### src/rtl/alu_pipe_if.sv
// Operand-issue and result-writeback handshake bundle for alu_pipe.
// slave is the ALU side; master is the issue/writeback side.
interface alu_pipe_if #(
  parameter int unsigned WIDTH = 16
);
  logic             in_valid;
  logic             in_ready;
  logic [WIDTH-1:0] a;
  logic [WIDTH-1:0] b;
  logic [3:0]       opcode;
  logic             out_valid;
  logic             out_ready;
  logic [WIDTH-1:0] y;
  logic             zero;
  logic             carry;
  logic             overflow;
  logic             negative;
  logic             busy;

  modport master (
    output in_valid, a, b, opcode, out_ready,
    input  in_ready, out_valid, y, zero, carry, overflow, negative, busy
  );

  modport slave (
    input  in_valid, a, b, opcode, out_ready,
    output in_ready, out_valid, y, zero, carry, overflow, negative, busy
  );
endinterface

### src/rtl/alu_pipe.sv
// Registered ALU with valid/ready handshakes, a persistent carry flag for ADDC
// and an iterative shift-add multiplier.
module alu_pipe #(
  parameter int unsigned WIDTH = 16,
  parameter int unsigned SHW   = $clog2(WIDTH)
) (
  input logic     clk,
  input logic     rst_n,
  alu_pipe_if.slave bus
);

  typedef enum logic [1:0] {ST_IDLE, ST_MUL, ST_HOLD} state_e;
  typedef enum logic [3:0] {
    OP_ADD, OP_SUB, OP_AND, OP_OR, OP_XOR, OP_NOR, OP_SLL, OP_SRL,
    OP_SRA, OP_SLT, OP_SLTU, OP_MOVA, OP_MOVB, OP_ADDC, OP_MUL, OP_RSVD
  } op_e;

  state_e             state, state_nxt;
  op_e                op;
  logic [SHW-1:0]     cnt;
  logic [SHW-1:0]     sh;
  logic [2*WIDTH-1:0] acc, mcand, acc_nxt, prod;
  logic [WIDTH-1:0]   mplier;
  logic               can_load, load, load_mul, start_mul, in_ready_c, busy_c;
  logic [WIDTH:0]     sum, diff;
  logic [WIDTH-1:0]   res, y_nxt, y_q;
  logic               c_res, v_res, c_nxt, v_nxt;
  logic               cflag, upd_cflag;
  logic               out_valid_q, zero_q, carry_q, overflow_q, negative_q;

  assign op       = op_e'(bus.opcode);
  assign sh       = bus.b[SHW-1:0];
  assign can_load = !out_valid_q || bus.out_ready;

  always_ff @(posedge clk or negedge rst_n) begin
    if (!rst_n) state <= ST_IDLE;
    else        state <= state_nxt;
  end

  always_comb begin
    state_nxt  = state;
    in_ready_c = 1'b0;
    busy_c     = 1'b0;
    load       = 1'b0;
    load_mul   = 1'b0;
    start_mul  = 1'b0;
    case (state)
      ST_IDLE: begin
        in_ready_c = can_load;
        if (bus.in_valid && can_load) begin
          if (op == OP_MUL) begin
            start_mul = 1'b1;
            state_nxt = ST_MUL;
          end else begin
            load = 1'b1;
          end
        end
      end
      ST_MUL: begin
        busy_c = 1'b1;
        if (cnt == SHW'(WIDTH - 1)) begin
          if (can_load) begin
            load      = 1'b1;
            load_mul  = 1'b1;
            state_nxt = ST_IDLE;
          end else begin
            state_nxt = ST_HOLD;
          end
        end
      end
      ST_HOLD: begin
        if (can_load) begin
          load      = 1'b1;
          load_mul  = 1'b1;
          state_nxt = ST_IDLE;
        end
      end
      default: state_nxt = ST_IDLE;
    endcase
  end

  // The final step's sum is the product; HOLD keeps it parked in acc.
  assign acc_nxt = acc + (mplier[0] ? mcand : '0);
  assign prod    = (state == ST_HOLD) ? acc : acc_nxt;

  always_ff @(posedge clk or negedge rst_n) begin
    if (!rst_n) begin
      cnt    <= '0;
      acc    <= '0;
      mcand  <= '0;
      mplier <= '0;
    end else if (start_mul) begin
      cnt    <= '0;
      acc    <= '0;
      mcand  <= {{WIDTH{1'b0}}, bus.a};
      mplier <= bus.b;
    end else if (state == ST_MUL) begin
      cnt    <= cnt + SHW'(1);
      acc    <= acc_nxt;
      mcand  <= mcand << 1;
      mplier <= mplier >> 1;
    end
  end

  assign sum  = {1'b0, bus.a} + {1'b0, bus.b} + {{WIDTH{1'b0}}, (op == OP_ADDC) && cflag};
  assign diff = {1'b0, bus.a} - {1'b0, bus.b};

  always_comb begin
    res   = '0;
    c_res = 1'b0;
    v_res = 1'b0;
    case (op)
      OP_ADD, OP_ADDC: begin
        res   = sum[WIDTH-1:0];
        c_res = sum[WIDTH];
        v_res = (bus.a[WIDTH-1] == bus.b[WIDTH-1]) && (sum[WIDTH-1] != bus.a[WIDTH-1]);
      end
      OP_SUB: begin
        res   = diff[WIDTH-1:0];
        c_res = diff[WIDTH];
        v_res = (bus.a[WIDTH-1] != bus.b[WIDTH-1]) && (diff[WIDTH-1] != bus.a[WIDTH-1]);
      end
      OP_AND:  res = bus.a & bus.b;
      OP_OR:   res = bus.a | bus.b;
      OP_XOR:  res = bus.a ^ bus.b;
      OP_NOR:  res = ~(bus.a | bus.b);
      OP_SLL:  res = bus.a << sh;
      OP_SRL:  res = bus.a >> sh;
      OP_SRA:  res = WIDTH'($signed(bus.a) >>> sh);
      OP_SLT:  res = {{(WIDTH-1){1'b0}}, $signed(bus.a) < $signed(bus.b)};
      OP_SLTU: res = {{(WIDTH-1){1'b0}}, bus.a < bus.b};
      OP_MOVA: res = bus.a;
      OP_MOVB: res = bus.b;
      default: res = '0;
    endcase
  end

  always_comb begin
    y_nxt = res;
    c_nxt = c_res;
    v_nxt = v_res;
    if (load_mul) begin
      y_nxt = prod[WIDTH-1:0];
      c_nxt = 1'b0;
      v_nxt = |prod[2*WIDTH-1:WIDTH];
    end
  end

  assign upd_cflag = load && !load_mul && (op == OP_ADD || op == OP_SUB || op == OP_ADDC);

  always_ff @(posedge clk or negedge rst_n) begin
    if (!rst_n) begin
      out_valid_q <= 1'b0;
      y_q         <= '0;
      zero_q      <= 1'b0;
      carry_q     <= 1'b0;
      overflow_q  <= 1'b0;
      negative_q  <= 1'b0;
      cflag       <= 1'b0;
    end else begin
      if (load) begin
        out_valid_q <= 1'b1;
        y_q         <= y_nxt;
        zero_q      <= (y_nxt == '0);
        carry_q     <= c_nxt;
        overflow_q  <= v_nxt;
        negative_q  <= y_nxt[WIDTH-1];
      end else if (bus.out_ready) begin
        out_valid_q <= 1'b0;
      end
      if (upd_cflag) cflag <= c_res;
    end
  end

  assign bus.in_ready  = in_ready_c;
  assign bus.busy      = busy_c;
  assign bus.out_valid = out_valid_q;
  assign bus.y         = y_q;
  assign bus.zero      = zero_q;
  assign bus.carry     = carry_q;
  assign bus.overflow  = overflow_q;
  assign bus.negative  = negative_q;

endmodule
### src/flat_wrapper.sv
// flat-port wrapper written by rule: the top's interface ports become plain ports
module alu_pipe_flat 
#(
  parameter int unsigned WIDTH = 16,
  parameter int unsigned SHW   = $clog2(WIDTH)
)
  (clk, rst_n, bus_in_valid, bus_a, bus_b, bus_opcode, bus_out_ready, bus_in_ready, bus_out_valid, bus_y, bus_zero, bus_carry, bus_overflow, bus_negative, bus_busy);
  alu_pipe_if #(.WIDTH(WIDTH)) bus_i ();
  input logic clk;
  input logic rst_n;
  input wire logic [$bits(bus_i.in_valid)-1:0] bus_in_valid;
  input wire logic [$bits(bus_i.a)-1:0] bus_a;
  input wire logic [$bits(bus_i.b)-1:0] bus_b;
  input wire logic [$bits(bus_i.opcode)-1:0] bus_opcode;
  input wire logic [$bits(bus_i.out_ready)-1:0] bus_out_ready;
  output wire logic [$bits(bus_i.in_ready)-1:0] bus_in_ready;
  output wire logic [$bits(bus_i.out_valid)-1:0] bus_out_valid;
  output wire logic [$bits(bus_i.y)-1:0] bus_y;
  output wire logic [$bits(bus_i.zero)-1:0] bus_zero;
  output wire logic [$bits(bus_i.carry)-1:0] bus_carry;
  output wire logic [$bits(bus_i.overflow)-1:0] bus_overflow;
  output wire logic [$bits(bus_i.negative)-1:0] bus_negative;
  output wire logic [$bits(bus_i.busy)-1:0] bus_busy;
  assign bus_i.in_valid = bus_in_valid;
  assign bus_i.a = bus_a;
  assign bus_i.b = bus_b;
  assign bus_i.opcode = bus_opcode;
  assign bus_i.out_ready = bus_out_ready;
  assign bus_in_ready = bus_i.in_ready;
  assign bus_out_valid = bus_i.out_valid;
  assign bus_y = bus_i.y;
  assign bus_zero = bus_i.zero;
  assign bus_carry = bus_i.carry;
  assign bus_overflow = bus_i.overflow;
  assign bus_negative = bus_i.negative;
  assign bus_busy = bus_i.busy;
  alu_pipe #(.WIDTH(WIDTH), .SHW(SHW)) u_core (.clk(clk), .rst_n(rst_n), .bus(bus_i));
endmodule
### config.mk
export PLATFORM = sky130hd
export DESIGN_NAME = alu_pipe_flat
export DESIGN_NICKNAME = d
export VERILOG_FILES = /design/src/rtl/alu_pipe_if.sv /design/src/rtl/alu_pipe.sv /design/src/flat_wrapper.sv
export SDC_FILE = /design/constraint.sdc
export NUM_CORES = 1
export LEC_CHECK = 0
export BUFFER_PORTS_ARGS = -buffer_cell sky130_fd_sc_hd__buf_2
export CORE_MARGIN = 4
export CORE_UTILIZATION = 35
export CTS_CLUSTER_DIAMETER = 50
export DETAILED_ROUTE_END_ITERATION = 16
export GPL_TIMING_DRIVEN = 0
export MAX_ROUTING_LAYER = met4
export SLEW_MARGIN = 0
export SYNTH_ARGS = -nofsm -noshare
export SYNTH_HDL_FRONTEND = slang
export SYNTH_SLANG_ARGS = --single-unit
export TNS_END_PERCENT = 10
### constraint.sdc
create_clock -name clk -period 4 [get_ports clk]
set_clock_uncertainty 0.15 [all_clocks]
set_input_delay 0.8 -clock clk [delete_from_list [all_inputs] [get_ports clk]]
set_output_delay 0.8 -clock clk [all_outputs]
set_load 0.03 [all_outputs]
==> results of run 1 <==
[cell type report]
| type | count | area [um2] | area share |
|---|---|---|---|
| multi-input cells | 1163 | 8630 | 0.635 |
| well taps | 448 | 561 | 0.0412 |
| clock buffers | 9 | 225 | 0.0166 |
| repair buffers | 88 | 556 | 0.0408 |
| inverters | 66 | 262 | 0.0192 |
| diodes | 1 | 2.50 | 0.000184 |
| plain buffers | 99 | 618 | 0.0454 |
| clock inverters | 7 | 67.6 | 0.00497 |
| flip-flops and latches | 107 | 2680 | 0.197 |
[state kept, by name, indices dropped and copies added, names as in the netlist]
register              cells
u_core.acc               32
u_core.mplier            16
u_core.mcand             32
u_core.bus.out_valid      1
u_core.cflag              1
u_core.state              2
u_core.bus.overflow       1
u_core.cnt                4
u_core.bus.y             16
u_core.bus.carry          1
u_core.bus.zero           1
[what timing repair did]
action,4_1_cts,5_1_grt
setup endpoints to repair,23,8
resized for setup,68,9
pin swaps,24,5
hold buffers,0,0
buffers inserted,24,1
[kinds of logic after synthesis]
kind of cell             Yosys count  synth area share
flip-flops                       107             0.227
XOR/XNOR                          41            0.0304
buffers and inverters            175            0.0670
multiplexers                     143             0.139
AO/OA/AOI/OAI                    445             0.257
AND/OR/NAND/NOR                  445             0.183
adder cells (fa/ha/maj)           89            0.0968
[routing by layer]
metal,part of all wire,track usage
met3,0.084,0.0513
met5,0,-
met2,0.45,0.414
met4,0.028,0.0771
met1,0.44,0.367
[path summary, 6_finish.rpt]
kind / start / end / depth (start not counted)
max reg2reg: u_core.mplier[0] / u_core.bus.zero / 14
max in group asynchronous: rst_n / u_core.acc[6] / 2
min reg2reg: u_core.bus.y[13] / u_core.bus.y[13] / 2
max: bus_b[2] / u_core.bus.zero / 15
min in group clk: u_core.bus.y[13] / u_core.bus.y[13] / 2
min: rst_n / u_core.mcand[18] / 1
[critical path, stage by stage]
cell and delay [ns]:
sky130_fd_sc_hd__buf_2 0.12, sky130_fd_sc_hd__buf_12 0.16, sky130_fd_sc_hd__clkinvlp_4 0.11, sky130_fd_sc_hd__buf_6 0.17, sky130_fd_sc_hd__ha_4 0.28, sky130_fd_sc_hd__nor2b_1 0.15
sky130_fd_sc_hd__a2111o_1 0.51, sky130_fd_sc_hd__a21oi_4 0.22, sky130_fd_sc_hd__mux2i_1 0.22, sky130_fd_sc_hd__o211ai_1 0.26, sky130_fd_sc_hd__o21a_1 0.31, sky130_fd_sc_hd__or4_1 0.43
sky130_fd_sc_hd__nor4_2 0.19, sky130_fd_sc_hd__nand4b_1 0.21, sky130_fd_sc_hd__o31ai_2 0.25
[cells in the mapped netlist (9+ instances only)]
master / count / area [um2]
sky130_fd_sc_hd__clkbuf_1: 64 / 240
sky130_fd_sc_hd__nand2_1: 127 / 477
sky130_fd_sc_hd__o211ai_1: 22 / 165
sky130_fd_sc_hd__nor2b_1: 15 / 93.8
sky130_fd_sc_hd__and2_1: 40 / 250
sky130_fd_sc_hd__a211oi_1: 18 / 135
sky130_fd_sc_hd__buf_4: 17 / 128
sky130_fd_sc_hd__o21ai_0: 107 / 536
sky130_fd_sc_hd__dfrtp_1: 107 / 2680
sky130_fd_sc_hd__a22oi_1: 13 / 97.6
sky130_fd_sc_hd__a21oi_1: 94 / 470
sky130_fd_sc_hd__a221oi_1: 9 / 78.8
sky130_fd_sc_hd__xor2_1: 14 / 123
sky130_fd_sc_hd__nor2_1: 131 / 492
sky130_fd_sc_hd__nand3_1: 26 / 130
sky130_fd_sc_hd__a31oi_1: 23 / 144
sky130_fd_sc_hd__ha_1: 85 / 1060
sky130_fd_sc_hd__a21o_1: 16 / 120
sky130_fd_sc_hd__nor4_1: 14 / 87.6
sky130_fd_sc_hd__o21a_1: 10 / 75.1
sky130_fd_sc_hd__buf_2: 14 / 70.1
sky130_fd_sc_hd__mux4_2: 14 / 315
sky130_fd_sc_hd__nor3_1: 21 / 105
sky130_fd_sc_hd__xnor2_1: 27 / 236
sky130_fd_sc_hd__inv_1: 63 / 236
sky130_fd_sc_hd__mux2i_1: 107 / 1070
sky130_fd_sc_hd__nand2b_1: 15 / 93.8
sky130_fd_sc_hd__mux2_2: 18 / 203
[power by group]
part	internal (mW)	leakage, nW	switching (mW)	total (mW)
Sequential	1.62	1.31	0.407	2.02
Combinational	2.21	4.14	3.58	5.78
Clock	0.441	0.142	0.470	0.911
Total	4.26	5.60	4.45	8.71
==> run_results.csv, run 1 <==
group,metric,value,unit
run_status,status,"complete, but fails checks",
run_status,violations_in_the_final_reports,"setup timing",
worst_setup_path,end_kind,"register",
sta,rsz0062_at_grt,"yes",
sta,final_period_minus_worst_setup_slack,4.29,ns
floorplan,floorplan.io_pins,63,
layout,layout-drive-gt1-share,0.159,
floorplan,row_count,67,
clock_tree,cts_tree,"done",
layout,final_core_utilization,0.407,
logic_synthesis,post_synth_instance_area,0.0118,mm2
logic_synthesis,ys_types,99,
logic_synthesis,mappedNetlistNets,1574,
floorplan,floorplan.die.width,192,um
layout,num-fill-cells,3458,
layout,syn2layout_area_growth,15.1,%
placed_design,globalplace.congestion,1.01,
worst_setup_path,reg2reg_slack,-0.14,ns
placed_design,portBuffers,62,
logic_synthesis,asyncSetResetFlopFracSynth,1.00,
floorplan,die-height,192,um
sta,hold_viol,0,
logic_synthesis,synthesis.area_per_instance,8.18,um2
logic_synthesis,synth_sequential_area_ratio,0.227,
sta,final_max_slew_viol_count,0,
route,firstDrtPassIters,6,
clock_tree,cts.root.buffer_cell,"sky130_fd_sc_hd__clkbuf_16",
flow_run,timing.max_cap.violations,0,
clock_tree,clock_latency_on_the_worst_skew_pair,0.37,ns
worst_hold_path,hold_path_class,"in -> async",
grt,first_global_vias,11743,
worst_setup_path,required,4.12,ns
worst_setup_path,crit_type,"in -> reg",
clock_tree,cts.clk_slew.worst_paths,0.08,ns
placed_design,hpwl,37.9,mm
route,wl,48.6,mm
grt,antenna_found_initial,1,
grt,grt_max_degree,67,
sta,final.setup.worst_slack,-0.291,ns
route,antenna_violating_nets_post_route,0,
logic_synthesis,number_of_standard_cells_after_synthesis,1445,
worst_setup_path,startpoint_type,"input port",
layout,nets,1663,
clock_tree,clk_buf_depth,2,
sta,fin_crit_sh,1.07,
sta,setup_viol,5,
clock_tree,clock_tree.htree_level_count,3,
floorplan,design.core.area,0.0334,mm2
logic_synthesis,number_of_synthesized_flops_with_an_enable_pin,0,
logic_synthesis,yosys_warn_count,0,
power,powerDensity,641,mW/mm2
sta,totalNegativeSetupSlack,-0.548,ns
clock_tree,cts_buffers,9,
layout,layout_commonest_cell,"sky130_fd_sc_hd__nor2_1",
layout,mostFrequentLayoutCells,"sky130_fd_sc_hd__nor2_1 (130), sky130_fd_sc_hd__nand2_1 (127), sky130_fd_sc_hd__mux2i_1 (107), sky130_fd_sc_hd__dfrtp_1 (106), sky130_fd_sc_hd__o21ai_0 (104)",
sta,relSlewSlack,0.142,
route,post_drt_via_cell_ratio,6.08,
worst_setup_path,critical_path_arrival,4.42,ns
floorplan,start_util,0.353,
placed_design,post_dp_cell_area,0.0128,mm2
sta,clock.fmax,0.233,GHz
clock_tree,clock_sink_count,107,
grt,global_route.usage.total,0.271,
power,total_leakage_power,5.60,nW
layout,stdcell_area,0.0136,mm2
route,num_vias,12079,
grt,gr-total-overflow,0,
worst_setup_path,worst-path-max-fanout,15,
floorplan,design.die.area,0.0368,mm2
route,detail_route.wl_per_cell,24.5,um
grt,grt_first_pass_wirelength,73.9,mm
route,first_iter_violations,1209,
sta,max_slew.worst_pin.slew,1.28,ns
power,max-vdd-ir-drop,0.394,mV
logic_synthesis,yosys_register_bits,107,
logic_synthesis,yosys_most_used_dff,"sky130_fd_sc_hd__dfrtp_1",
route,drcViolationCount,0,
placed_design,place_worst_setup_slack,-1.83,ns
sta,hold_ws,0.264,ns
layout,final_cell_count_no_fill,1988,
power,report.power.total,8.71,mW
placed_design,place_inst,1956,
Power figures use the tool's default switching activity.
==> run 2: changes to the inputs <==
--- a/config.mk
+++ b/config.mk
@@ -5,8 +5,8 @@
 export SDC_FILE = /design/constraint.sdc
 export NUM_CORES = 1
 export LEC_CHECK = 0
-export BUFFER_PORTS_ARGS = -buffer_cell sky130_fd_sc_hd__buf_2
-export CORE_MARGIN = 4
+export BUFFER_PORTS_ARGS = -buffer_cell sky130_fd_sc_hd__buf_4
+export CORE_MARGIN = 1
 export CORE_UTILIZATION = 35
 export CTS_CLUSTER_DIAMETER = 50
 export DETAILED_ROUTE_END_ITERATION = 16
==> run 2 against run 1 <==
The flow still finishes with violations (setup timing); via count is 1.2% higher; sequential power hardly changed; sequential cell count unchanged; largest cell class unchanged; clock power grew 2.6%; combinational power increased by 2%; cell count fell by 0.40%; global-route usage is 2.0 points higher; die area is 6.2% lower; core utilization grew 1.3 points; maximum frequency is 1.6% higher; highest routed layer unchanged; worst hold slack about the same; power up 1.6%.
==> run_results.csv, run 2 (synthesized netlist as in run 1, its figures left out) <==
group,metric,value,unit
run_status,status,"complete, but fails checks",
run_status,violations_in_the_final_reports,"setup timing",
sta,rsz0062_at_grt,"yes",
power,cell_internal_pwr,4.36,mW
sta,clock.fmax,0.237,GHz
layout,layout_commonest_cell,"sky130_fd_sc_hd__nor2_1",
placed_design,portBuffers,62,
worst_hold_path,hold_path_class,"in -> async",
floorplan,design.core.area,0.0329,mm2
grt,grt_max_degree,68,
placed_design,hpwl,37.4,mm
worst_setup_path,end_kind,"register",
placed_design,place_worst_setup_slack,-1.75,ns
placed_design,globalplace.congestion,0.990,
clock_tree,cts.clk_slew.worst_paths,0.09,ns
power,total_leakage_power,5.66,nW
worst_setup_path,worst_r2r_path_depth,15,
sta,final_period_minus_worst_setup_slack,4.22,ns
sta,final.setup.worst_slack,-0.223,ns
sta,max_slew.worst_pin.slew,0.986,ns
layout,layout-drive-gt1-share,0.158,
grt,grt_first_pass_wirelength,72.7,mm
sta,fin_crit_sh,1.06,
layout,nets,1661,
worst_setup_path,crit_type,"in -> reg",
power,power_frac_seq,0.231,
power,max-vdd-ir-drop,0.357,mV
floorplan,floorplan.die.width,186,um
grt,antenna_found_initial,0,
grt,global_route.usage.total,0.291,
clock_tree,cts_buffers,9,
route,drcViolationCount,0,
power,net-switching-power,4.49,mW
clock_tree,cts_tree,"done",
clock_tree,clock_sink_count,107,
clock_tree,cts.root.buffer_cell,"sky130_fd_sc_hd__clkbuf_16",
power,clockPowerShare,0.106,
sta,relSlewSlack,0.337,
route,first_iter_violations,1559,
power,powerDensity,643,mW/mm2
route,detail_route.wl_per_cell,24.4,um
sta,setup_viol,4,
route,antenna_violating_nets_post_route,0,
floorplan,design.die.area,0.0345,mm2
layout,syn2layout_area_growth,16.6,%
clock_tree,clock_latency_on_the_worst_skew_pair,0.37,ns
grt,gr-total-overflow,0,
worst_setup_path,startpoint_type,"input port",
clock_tree,clock_tree.htree_level_count,3,
sta,final_max_slew_viol_count,0,
floorplan,start_util,0.360,
power,power.share.switching,0.507,
power,power.share.combinational,0.664,
floorplan,row_count,66,
sta,hold_viol,0,
worst_setup_path,critical_path_arrival,4.36,ns
route,wl,48.3,mm
flow_run,timing.max_cap.violations,0,
grt,first_global_vias,11417,
route,firstDrtPassIters,6,
route,post_drt_via_cell_ratio,6.17,
layout,mostFrequentLayoutCells,"sky130_fd_sc_hd__nor2_1 (131), sky130_fd_sc_hd__nand2_1 (127), sky130_fd_sc_hd__mux2i_1 (107), sky130_fd_sc_hd__o21ai_0 (106), sky130_fd_sc_hd__dfrtp_1 (106)",
route,num_vias,12221,
sta,totalNegativeSetupSlack,-0.485,ns
clock_tree,clk_buf_depth,2,
floorplan,floorplan.io_pins,63,
floorplan,die-height,186,um
layout,layout_top_registers,"u_core.acc (32), u_core.mcand (32)",
worst_setup_path,required,4.14,ns
layout,num-fill-cells,3432,
worst_setup_path,worst-path-max-fanout,9,
run 2: metal layers:
layer  share of wire  GRT usage  up-vias
li1                -          -     5494
met1            0.46      0.418     5982
met2            0.42      0.415      664
met3            0.10     0.0536       81
met4           0.023     0.0731        0
met5               0          -        -
run 2: layout make-up:
type | instances | area (um2) | share of cell area
multi-input cells | 1163 | 8600 | 0.624
flip-flops and latches | 107 | 2680 | 0.194
repair buffers | 93 | 826 | 0.0599
well taps | 442 | 553 | 0.0401
plain buffers | 92 | 533 | 0.0387
inverters | 66 | 275 | 0.0200
clock buffers | 9 | 225 | 0.0163
clock inverters | 7 | 81.3 | 0.00590
diodes | 1 | 2.50 | 0.000182
run 2: worst paths after layout:
path                       slack [ns]        startpoint                  end
setup / recovery                -0.22         bus_a[14]      u_core.bus.zero
hold / removal                   0.26             rst_n       u_core.acc[18]
setup reg to reg                -0.10  u_core.mplier[0]  u_core.bus.overflow
hold reg to reg                  0.34   u_core.bus.y[5]      u_core.bus.y[5]
max in group asynchronous        2.68             rst_n      u_core.state[0]
min in group clk                 0.34   u_core.bus.y[5]      u_core.bus.y[5]
run 2: what timing repair did:
action,4_1_cts,5_1_grt
hold buffers,0,0
setup buffers,29,0
setup endpoints to repair,27,11
pin swaps,22,1
gates resized for setup,74,9
hold endpoints to repair,0,0
cloned,1,0
run 2: through the flow:
step	total power [mW]	instance area, um2	std cells	hold WS [ns]	utilization
2_1_floorplan	5.99	11900	1445	0.318	-
3_3_place_gp	7.56	12900	1949	0.317	0.393
3_5_place_dp	7.61	12900	1950	0.322	0.394
4_1_cts	8.77	13700	1979	0.283	0.418
5_1_grt	9.52	13800	1979	0.306	0.419
6_report	8.86	13800	1980	0.265	0.419
run 2: power by group through the flow:
stage               Clock [mW]  Sequential (mW)  Combinational (mW)
floorplan                    0             2.07                3.92
global placement             0             2.05                5.51
detailed placement           0             2.06                5.55
CTS                      0.960             2.04                5.77
global route             0.997             2.11                6.41
finish                   0.935             2.04                5.88
run 2: critical path, cell delays in order:
cell and delay (ns):
sky130_fd_sc_hd__buf_4 0.11, sky130_fd_sc_hd__clkbuf_1 0.49, sky130_fd_sc_hd__inv_1 0.34, sky130_fd_sc_hd__ha_1 0.45, sky130_fd_sc_hd__inv_1 0.17, sky130_fd_sc_hd__o21ai_0 0.11
sky130_fd_sc_hd__a221o_1 0.36, sky130_fd_sc_hd__a21oi_1 0.26, sky130_fd_sc_hd__o311ai_0 0.25, sky130_fd_sc_hd__o21a_1 0.30, sky130_fd_sc_hd__nor4b_1 0.28, sky130_fd_sc_hd__nand4b_1 0.19
sky130_fd_sc_hd__o31ai_2 0.23
==> run 3: changes to the inputs <==
--- a/config.mk
+++ b/config.mk
@@ -6,12 +6,12 @@
 export NUM_CORES = 1
 export LEC_CHECK = 0
 export BUFFER_PORTS_ARGS = -buffer_cell sky130_fd_sc_hd__buf_4
-export CORE_MARGIN = 1
 export CORE_UTILIZATION = 35
 export CTS_CLUSTER_DIAMETER = 50
 export DETAILED_ROUTE_END_ITERATION = 16
 export GPL_TIMING_DRIVEN = 0
 export MAX_ROUTING_LAYER = met4
+export SETUP_SLACK_MARGIN = 0.1
 export SLEW_MARGIN = 0
 export SYNTH_ARGS = -nofsm -noshare
 export SYNTH_HDL_FRONTEND = slang
==> run 3 against run 2 <==
The flow still finishes with violations (setup timing); clock-buffer cell count did not move; die area did not move; critical path depth rose by 3; sequential power about the same; global-route usage hardly changed; routed wire length barely moved; maximum frequency decreased by 4.2%; via count increased by 0.23%; largest power group unchanged.
==> run_results.csv, run 3 (synthesized netlist as in run 1, its figures left out) <==
group,metric,value,unit
power,total_leakage_power,5.70,nW
grt,first_global_vias,11452,
worst_hold_path,hold_path_class,"in -> async",
floorplan,floorplan.io_pins,63,
route,firstDrtPassIters,6,
sta,setup_viol,5,
worst_setup_path,critical_path_arrival,4.55,ns
placed_design,hpwl,37.4,mm
clock_tree,cts.root.buffer_cell,"sky130_fd_sc_hd__clkbuf_16",
layout,antenna_cells_inserted,0,
route,detail_route.wl_per_cell,24.2,um
clock_tree,clock_sink_count,107,
layout,layout_commonest_cell,"sky130_fd_sc_hd__nor2_1",
route,num_vias,12249,
floorplan,design.die.area,0.0345,mm2
flow_run,timing.max_cap.violations,0,
floorplan,design.core.area,0.0329,mm2
route,drcViolationCount,0,
route,first_iter_violations,1358,
route,antenna_violating_nets_post_route,0,
grt,antenna_found_initial,0,
worst_setup_path,end_kind,"register",
sta,hold_viol,0,
clock_tree,cts_tree,"done",
placed_design,place_worst_setup_slack,-1.75,ns
power,report.power.total,8.86,mW
sta,max_slew.worst_pin.slew,1.02,ns
layout,mostFrequentLayoutCells,"sky130_fd_sc_hd__nor2_1 (131), sky130_fd_sc_hd__nand2_1 (127), sky130_fd_sc_hd__mux2i_1 (107), sky130_fd_sc_hd__dfrtp_1 (106), sky130_fd_sc_hd__o21ai_0 (104)",
sta,relSlewSlack,0.323,
power,powerDensity,640,mW/mm2
sta,fin_crit_sh,1.10,
sta,clock.fmax,0.227,GHz
floorplan,row_count,66,
grt,grt_util_met3,0.0460,
layout,nets,1676,
route,wl,48.3,mm
layout,layout-drive-gt1-share,0.168,
layout,final_core_utilization,0.421,
worst_setup_path,startpoint_type,"input port",
placed_design,place_inst,1950,
layout,layout_top_registers,"u_core.acc (32), u_core.mcand (32)",
clock_tree,clk_buf_depth,2,
layout,final_cell_count_no_fill,1994,
worst_setup_path,required,4.14,ns
grt,grt_max_degree,68,
grt,gr-total-overflow,0,
grt,grtUsageMet2,0.419,
sta,final_max_slew_viol_count,0,
run_status,status,"complete, but fails checks",
grt,grt_first_pass_wirelength,72.7,mm
placed_design,globalplace.congestion,0.990,
worst_setup_path,worst-path-max-fanout,3,
clock_tree,clock_latency_on_the_worst_skew_pair,0.37,ns
layout,syn2layout_area_growth,17.1,%
placed_design,portBuffers,62,
floorplan,start_util,0.360,
clock_tree,clock_tree.htree_level_count,3,
clock_tree,cts.clk_slew.worst_paths,0.09,ns
sta,rsz0062_at_grt,"yes",
sta,final_period_minus_worst_setup_slack,4.41,ns
floorplan,die-height,186,um
clock_tree,number_of_buffers_added_to_fix_hold_violations_after_cts,0,
worst_setup_path,crit_type,"in -> reg",
grt,gr-usage-met1,0.417,
sta,final.setup.worst_slack,-0.407,ns
grt,grt-busiest-layer,"met2",
sta,totalNegativeSetupSlack,-0.739,ns
run_status,violations_in_the_final_reports,"setup timing",
grt,global_route.usage.total,0.291,
power,max-vdd-ir-drop,0.355,mV
route,post_drt_via_cell_ratio,6.14,
floorplan,floorplan.die.width,186,um
clock_tree,cts_buffers,9,
==> run 3: timing repair <==
item                                    in CTS  in global routing
pin swaps                                   30                  7
endpoints found under the setup margin      28                 17
gates resized for setup                     75                 12
setup buffers                               31                  0
==> run 3: final cells by class <==
class / count / area [um2]
clock inverters: 7 / 81.3
multi-input cells: 1163 / 8620
clock buffers: 9 / 225
fillers: 3436 / 19000
repair buffers: 94 / 748
plain buffers: 106 / 667
flip-flops and latches: 107 / 2680
well taps: 442 / 553
inverters: 66 / 265
==> run 3: path summary, 6_finish.rpt <==
check                                      start               to  slack (ns)  cells after the start
worst min register to register   u_core.bus.y[5]  u_core.bus.y[5]        0.34                      2
worst max register to register  u_core.mplier[0]  u_core.bus.zero       -0.11                     15
worst min-delay path                       rst_n   u_core.acc[18]        0.26                      1
max in group asynchronous                  rst_n  u_core.state[0]        2.68                      2
min in group clk                 u_core.bus.y[5]  u_core.bus.y[5]        0.34                      2
worst max-delay path               bus_opcode[1]  u_core.bus.zero       -0.41                     16
==> run 3: per-layer routing <==
metal  vias to the layer above  share of wire
li1                       5527              -
met4                         0          0.025
met3                        77          0.096
met5                         -              0
met1                      6003           0.46
met2                       642           0.42
==> run 3: worst max-delay path, cell delays in order <==
cell,delay [ns]
sky130_fd_sc_hd__buf_8,0.10
sky130_fd_sc_hd__buf_6,0.11
sky130_fd_sc_hd__nor2b_4,0.17
sky130_fd_sc_hd__nand3_4,0.08
sky130_fd_sc_hd__fa_2,0.40
sky130_fd_sc_hd__fa_2,0.40
sky130_fd_sc_hd__and3b_2,0.29
sky130_fd_sc_hd__nor2_4,0.06
sky130_fd_sc_hd__o311ai_4,0.26
sky130_fd_sc_hd__a21o_1,0.20
sky130_fd_sc_hd__o221ai_2,0.14
sky130_fd_sc_hd__a2111oi_4,0.58
sky130_fd_sc_hd__a31oi_1,0.18
sky130_fd_sc_hd__nor4_2,0.35
sky130_fd_sc_hd__nand4b_1,0.18
sky130_fd_sc_hd__o31ai_2,0.23
==> run 3: through the flow <==
step	hold WS [ns]	cell area (um2)
final	0.259	13800
after global routing	0.310	13800
after CTS	0.283	13800
after detailed placement	0.322	12900
after global placement	0.317	12900
after floorplan	0.318	11900
==> run 3: power breakdown <==
group	internal [mW]	switching (mW)	leakage (nW)
clock	0.449	0.484	0.150
combinational	2.30	3.58	4.24
sequential	1.62	0.430	1.31
